===== src/rtl/exe_wb_arbiter.sv =====
// Execute-stage writeback arbiter: merges the divider result pulse and the
// ALU result stream onto one register-file write port. ALU results that lose
// to the divider wait in an in-order skid FIFO. Also tracks the destination
// of the in-flight division for decode hazard detection.
module exe_wb_arbiter #(
  parameter int DEPTH = 2,
  parameter int DW    = 32,
  parameter int AW    = 5
) (
  input  logic          clk,
  input  logic          rst,
  input  logic          alu_en_in,
  input  logic [AW-1:0] alu_addr_in,
  input  logic [DW-1:0] alu_result_in,
  output logic          alu_ready,
  input  logic          div_issue,
  input  logic [AW-1:0] div_issue_addr,
  input  logic          div_en_in,
  input  logic [AW-1:0] div_addr_in,
  input  logic [DW-1:0] div_result_in,
  input  logic [AW-1:0] rj_addr,
  input  logic [AW-1:0] rk_addr,
  output logic          div_hazard,
  output logic          div_pending,
  output logic          wb_en,
  output logic [AW-1:0] wb_addr,
  output logic [DW-1:0] wb_data,
  output logic          overflow
);

  localparam int PW = (DEPTH > 1) ? $clog2(DEPTH) : 1;
  localparam int CW = $clog2(DEPTH + 1);
  localparam logic [PW-1:0] LAST_PTR = PW'(DEPTH - 1);
  localparam logic [CW-1:0] FULL_CNT = CW'(DEPTH);

  // Skid FIFO storage (no reset: validity is carried by the count)
  logic [AW-1:0] addr_mem [DEPTH];
  logic [DW-1:0] data_mem [DEPTH];

  logic [PW-1:0] rd_ptr_reg, rd_ptr_next;
  logic [PW-1:0] wr_ptr_reg, wr_ptr_next;
  logic [CW-1:0] count_reg, count_next;

  logic          wb_en_reg, wb_en_next;
  logic [AW-1:0] wb_addr_reg, wb_addr_next;
  logic [DW-1:0] wb_data_reg, wb_data_next;

  logic          pending_reg, pending_next;
  logic [AW-1:0] pending_addr_reg, pending_addr_next;
  logic          overflow_reg, overflow_next;

  logic          fifo_empty;
  logic          push;
  logic          pop;
  logic          sel_bypass;
  logic          win_valid;
  logic [AW-1:0] win_addr;
  logic [DW-1:0] win_data;

  // Pointers wrap at DEPTH, which need not be a power of two
  function automatic logic [PW-1:0] ptr_inc(input logic [PW-1:0] p);
    return (p == LAST_PTR) ? '0 : p + PW'(1);
  endfunction

  assign fifo_empty = (count_reg == '0);
  // Deliberately no look-ahead at a same-cycle pop
  assign alu_ready  = (count_reg != FULL_CNT);

  // Winner selection: divider pulse, then FIFO head, then ALU bypass
  always_comb begin
    sel_bypass = 1'b0;
    pop        = 1'b0;
    win_valid  = 1'b0;
    win_addr   = '0;
    win_data   = '0;
    if (div_en_in) begin
      win_valid = 1'b1;
      win_addr  = div_addr_in;
      win_data  = div_result_in;
    end else if (!fifo_empty) begin
      pop       = 1'b1;
      win_valid = 1'b1;
      win_addr  = addr_mem[rd_ptr_reg];
      win_data  = data_mem[rd_ptr_reg];
    end else if (alu_en_in) begin
      sel_bypass = 1'b1;
      win_valid  = 1'b1;
      win_addr   = alu_addr_in;
      win_data   = alu_result_in;
    end
    push = alu_en_in && alu_ready && !sel_bypass;
  end

  // Next-state for FIFO bookkeeping, writeback port, scoreboard and overflow
  always_comb begin
    rd_ptr_next       = pop  ? ptr_inc(rd_ptr_reg) : rd_ptr_reg;
    wr_ptr_next       = push ? ptr_inc(wr_ptr_reg) : wr_ptr_reg;
    count_next        = count_reg;
    wb_en_next        = 1'b0;
    wb_addr_next      = wb_addr_reg;
    wb_data_next      = wb_data_reg;
    pending_next      = pending_reg;
    pending_addr_next = pending_addr_reg;
    overflow_next     = overflow_reg | (alu_en_in & ~alu_ready);

    case ({push, pop})
      2'b10:   count_next = count_reg + CW'(1);
      2'b01:   count_next = count_reg - CW'(1);
      default: count_next = count_reg;
    endcase

    if (win_valid) begin
      // r0 is hardwired: consume the result but suppress the write
      wb_en_next   = (win_addr != '0);
      wb_addr_next = win_addr;
      wb_data_next = win_data;
    end

    // A new issue outranks the completion pulse of the previous division
    if (div_issue) begin
      pending_next      = 1'b1;
      pending_addr_next = div_issue_addr;
    end else if (div_en_in) begin
      pending_next = 1'b0;
    end
  end

  // FIFO tail write
  always_ff @(posedge clk) begin
    if (push) begin
      addr_mem[wr_ptr_reg] <= alu_addr_in;
      data_mem[wr_ptr_reg] <= alu_result_in;
    end
  end

  // State registers with synchronous reset
  always_ff @(posedge clk) begin
    if (rst) begin
      rd_ptr_reg       <= '0;
      wr_ptr_reg       <= '0;
      count_reg        <= '0;
      wb_en_reg        <= 1'b0;
      wb_addr_reg      <= '0;
      wb_data_reg      <= '0;
      pending_reg      <= 1'b0;
      pending_addr_reg <= '0;
      overflow_reg     <= 1'b0;
    end else begin
      rd_ptr_reg       <= rd_ptr_next;
      wr_ptr_reg       <= wr_ptr_next;
      count_reg        <= count_next;
      wb_en_reg        <= wb_en_next;
      wb_addr_reg      <= wb_addr_next;
      wb_data_reg      <= wb_data_next;
      pending_reg      <= pending_next;
      pending_addr_reg <= pending_addr_next;
      overflow_reg     <= overflow_next;
    end
  end

  assign wb_en       = wb_en_reg;
  assign wb_addr     = wb_addr_reg;
  assign wb_data     = wb_data_reg;
  assign div_pending = pending_reg;
  assign overflow    = overflow_reg;
  assign div_hazard  = pending_reg && (pending_addr_reg != '0) &&
                       ((rj_addr == pending_addr_reg) || (rk_addr == pending_addr_reg));

endmodule


===== config.mk =====
export PLATFORM = sky130hd
export DESIGN_NAME = exe_wb_arbiter
export DESIGN_NICKNAME = d
export VERILOG_FILES = /design/src/rtl/exe_wb_arbiter.sv
export SDC_FILE = /design/constraint.sdc
export NUM_CORES = 1
export LEC_CHECK = 0
export BUFFER_PORTS_ARGS = -buffer_cell sky130_fd_sc_hd__buf_2
export CORE_MARGIN = 4
export CORE_UTILIZATION = 30
export CTS_BUF_LIST = sky130_fd_sc_hd__clkbuf_2
export CTS_CLUSTER_DIAMETER = 50
export DETAILED_ROUTE_END_ITERATION = 10
export MAX_ROUTING_LAYER = met4
export SLEW_MARGIN = 20
export SYNTH_ARGS = -nofsm -noshare
export SYNTH_HDL_FRONTEND = slang
export SYNTH_SLANG_ARGS = --single-unit

===== constraint.sdc =====
create_clock -name clk -period 5.3 [get_ports clk]
set_input_delay 0.53 -clock clk [delete_from_list [all_inputs] [get_ports clk]]
set_output_delay 0.53 -clock clk [all_outputs]
set_load 0.05 [all_outputs]

==> impl_metrics.json <==
{
  "fin_cells": 803,
  "hpwl_mm": 9.31,
  "cts-root-buf": "clkbuf_2",
  "cp_slowest_stage_delay_ns": 0.90,
  "port_buffers": 135,
  "placed_cells": 751,
  "finalSetupViolations": 0,
  "finish.utilization_pct": 37.9,
  "critical_path_class": "flop to flop",
  "ys_types": 40,
  "crit_path_max_fanout": 37,
  "synth_top_area_cell": "edfxtp_1",
  "core_area_sq_um": 17400,
  "synth.top_cells.by_area": "edfxtp_1 42%, dfxtp_1 19%, mux2i_1 7.9%",
  "grt-ovfl-total": 0,
  "fp.dieW_um": 141,
  "start_util_pct": 30.7,
  "yosys.area_share.simple_pct": 11.4,
  "max_freq_mhz": 375,
  "maxCapViolCount": 0,
  "fillers": 1690,
  "required_ns": 5.88,
  "synth_top_area_share_pct": 41.7,
  "final.setup.tns_ns": 0,
  "clk_latency_ns": 0.65,
  "cts_tree": "built",
  "gp_congestion": 0.842,
  "ys.warnings.count": 0,
  "drt-vias-per-instance": 4.92,
  "cts_made_buffers": 17,
  "async_reset_ff_share_pct": 0,
  "hold_viol_final": 0,
  "grt_pass1_wl_mm": 21.4,
  "vias": 3949,
  "irDropWorstVdd_mv": 0.204,
  "routed_wl_mm": 13.9,
  "ios": 136,
  "syn_to_final_growth_pct": 23.5,
  "wl_per_cell_um": 17.3,
  "synth-compound-area-share_pct": 13.3,
  "relSlewSlack_pct": 32.4,
  "clock_path_buffers": 2,
  "synth-seq-cells": 124,
  "clk_pin_slew_ns": 0.17,
  "synth_edf_count": 74,
  "firstDrtPassIters": 4,
  "syn_avg_cell_area_sq_um": 12.5,
  "synth_top_family_by_area": "compound AO/OA/AOI/OAI gates",
  "syn_inst": 425,
  "drt_iter0_drc": 304,
  "cts_setup_buffers": 0,
  "hold_path.class": "primary input to flop",
  "slew_viol_final": 0,
  "die-area_sq_um": 20000,
  "num_rows": 48,
  "htreeDepth": 4,
  "clock_sinks": 124,
  "die_h_um": 141,
  "rsz0062_at_grt": "false",
  "layout_min_cycle_time_ns": 2.67,
  "syn-num-nets": 520,
  "netlist_area_sq_um": 5330,
  "multi_input_area_sq_um": 1890,
  "grt_pass1_vias": 4038,
  "worstSetupStartpointType": "flop",
  "final_layout_size_suffix_gt1_share_pct": 32.7,
  "power_density_nw_per_um2": 427,
  "synth-main-ff-cell": "edfxtp_1",
  "synthMuxAreaShare_pct": 7.89,
  "synth_xor_area_share_pct": 2.30,
  "crit_buf_inv": 0,
  "p_leak_nw": 2.47,
  "fin_worst_skew_ns": 0.0345,
  "path_cells": "or2_4, or3_1, o221a_1",
  "endpoint_kind": "flop",
  "final_nets": 660,
  "largest_reg_flops": 64,
  "arrival_ns": 3.24,
  "synth_fa_ha_area_share_pct": 0.235,
  "cp_top_family": "simple AND/OR/NAND/NOR gates",
  "drtAntennaViolNets": 0,
  "antenna_found_initial": 0,
  "ff_latch_area_sq_um": 3230,
  "grt_usage_pct": 14.1,
  "diodes": 0,
  "drc": 0,
  "seq_area_frac_synth_pct": 60.5,
  "worstMarginPinSlew_ns": 1.01,
  "finalCritPeriodShare_pct": 50.3,
  "status": "complete, no violations",
  "crit_path_top_delay_cell": "dfxtp_2",
  "grt_max_degree": 67
}
[placed cells by master, fill, tap and decap left out, drive strengths merged, types with 2 or more instances in the layout]
cell           n
bufinv         3
clkinvlp       4
xnor2          7
clkinv         9
a22oi          3
or3            2
o211ai         4
dlygate4sd3   18
o21ai          5
nor3          23
inv            7
a211oi        34
xor2           7
a221oi        12
nor2          46
mux2i         42
dfxtp         50
nand4bb        4
edfxtp        74
o221a          5
nand2          4
a21oi         25
clkbuf        17
nand3          3
nor4b         20
buf          139
nand2b         3
[metal layers]
layer | track usage (%) | vias to the layer above | share of wire, %
li1 | - | 1902 | -
met1 | 17.3 | 1902 | 43
met2 | 23.2 | 134 | 49
met3 | 3.64 | 11 | 6.5
met4 | 3.77 | 0 | 1.0
met5 | - | - | 0
[synth_stat cells (5+ instances only)]
| cell | n |
|---|---|
| buf_2 | 7 |
| a211oi_1 | 22 |
| dfxtp_1 | 50 |
| o221a_1 | 5 |
| xnor2_1 | 7 |
| buf_1 | 5 |
| edfxtp_1 | 74 |
| inv_1 | 7 |
| buf_6 | 6 |
| a211oi_2 | 12 |
| nor3_1 | 21 |
| clkbuf_1 | 14 |
| a221oi_1 | 12 |
| mux2i_1 | 42 |
| nor4b_1 | 20 |
| xor2_1 | 7 |
| nor2_1 | 44 |
| a21oi_1 | 25 |
[stage by stage]
step / total power, mW / cell area, sq um / setup WS [ns] / hold WS (ns)
detailed placement: 2.23 / 6120 / 2.46 / 0.464
floorplan: 2.02 / 5330 / 2.12 / 0.481
global placement: 2.20 / 6120 / 2.54 / 0.457
finish: 2.81 / 6590 / 2.63 / 0.102
global route: 2.98 / 6590 / 2.44 / 0.0000441
CTS: 2.82 / 6360 / 2.58 / 0.00629
[kinds of logic after synthesis]
group           count (synthesis)
mux                            42
xor+xnor                       14
buf+inv                        44
compound gates                 92
simple gates                  108
flops                         124
fa+ha+maj                       1
[timing repair]
item                      4_1_cts  5_1_grt
resized for setup               0        0
hold endpoints to repair        0       30
hold buffers                    0       18
[worst paths after layout]
path	start	slack (ns)	cells after the start	end
worst max register to register	count_reg[0]$_SDFFE_PP0P_	2.63	3	wb_data[17]$_SDFFE_PP0P_
worst max-delay path	count_reg[0]$_SDFFE_PP0P_	2.63	3	wb_data[17]$_SDFFE_PP0P_
worst min-delay path	alu_result_in[23]	0.10	1	data_mem[1][23]$_DFFE_PP_
worst min register to register	wb_addr[3]$_SDFFE_PP0P_	0.48	2	wb_addr[3]$_SDFFE_PP0P_
[where the power goes]
group / internal [mW] / total [mW] / leakage [nW] / switching, mW
clock network: 0.252 / 0.589 / 0.136 / 0.337
registers: 1.17 / 1.31 / 1.10 / 0.137
logic: 0.322 / 0.915 / 1.23 / 0.593
[cell type report]
type / instances / area share, %
clock inverter: 15 / 2.36
inverter: 8 / 0.456
sequential: 124 / 49.0
multi-input combinational: 257 / 28.7
tap: 225 / 4.28
timing repair buffer: 157 / 13.9
clock buffer: 17 / 1.29
(Power assumes the default switching activity.)
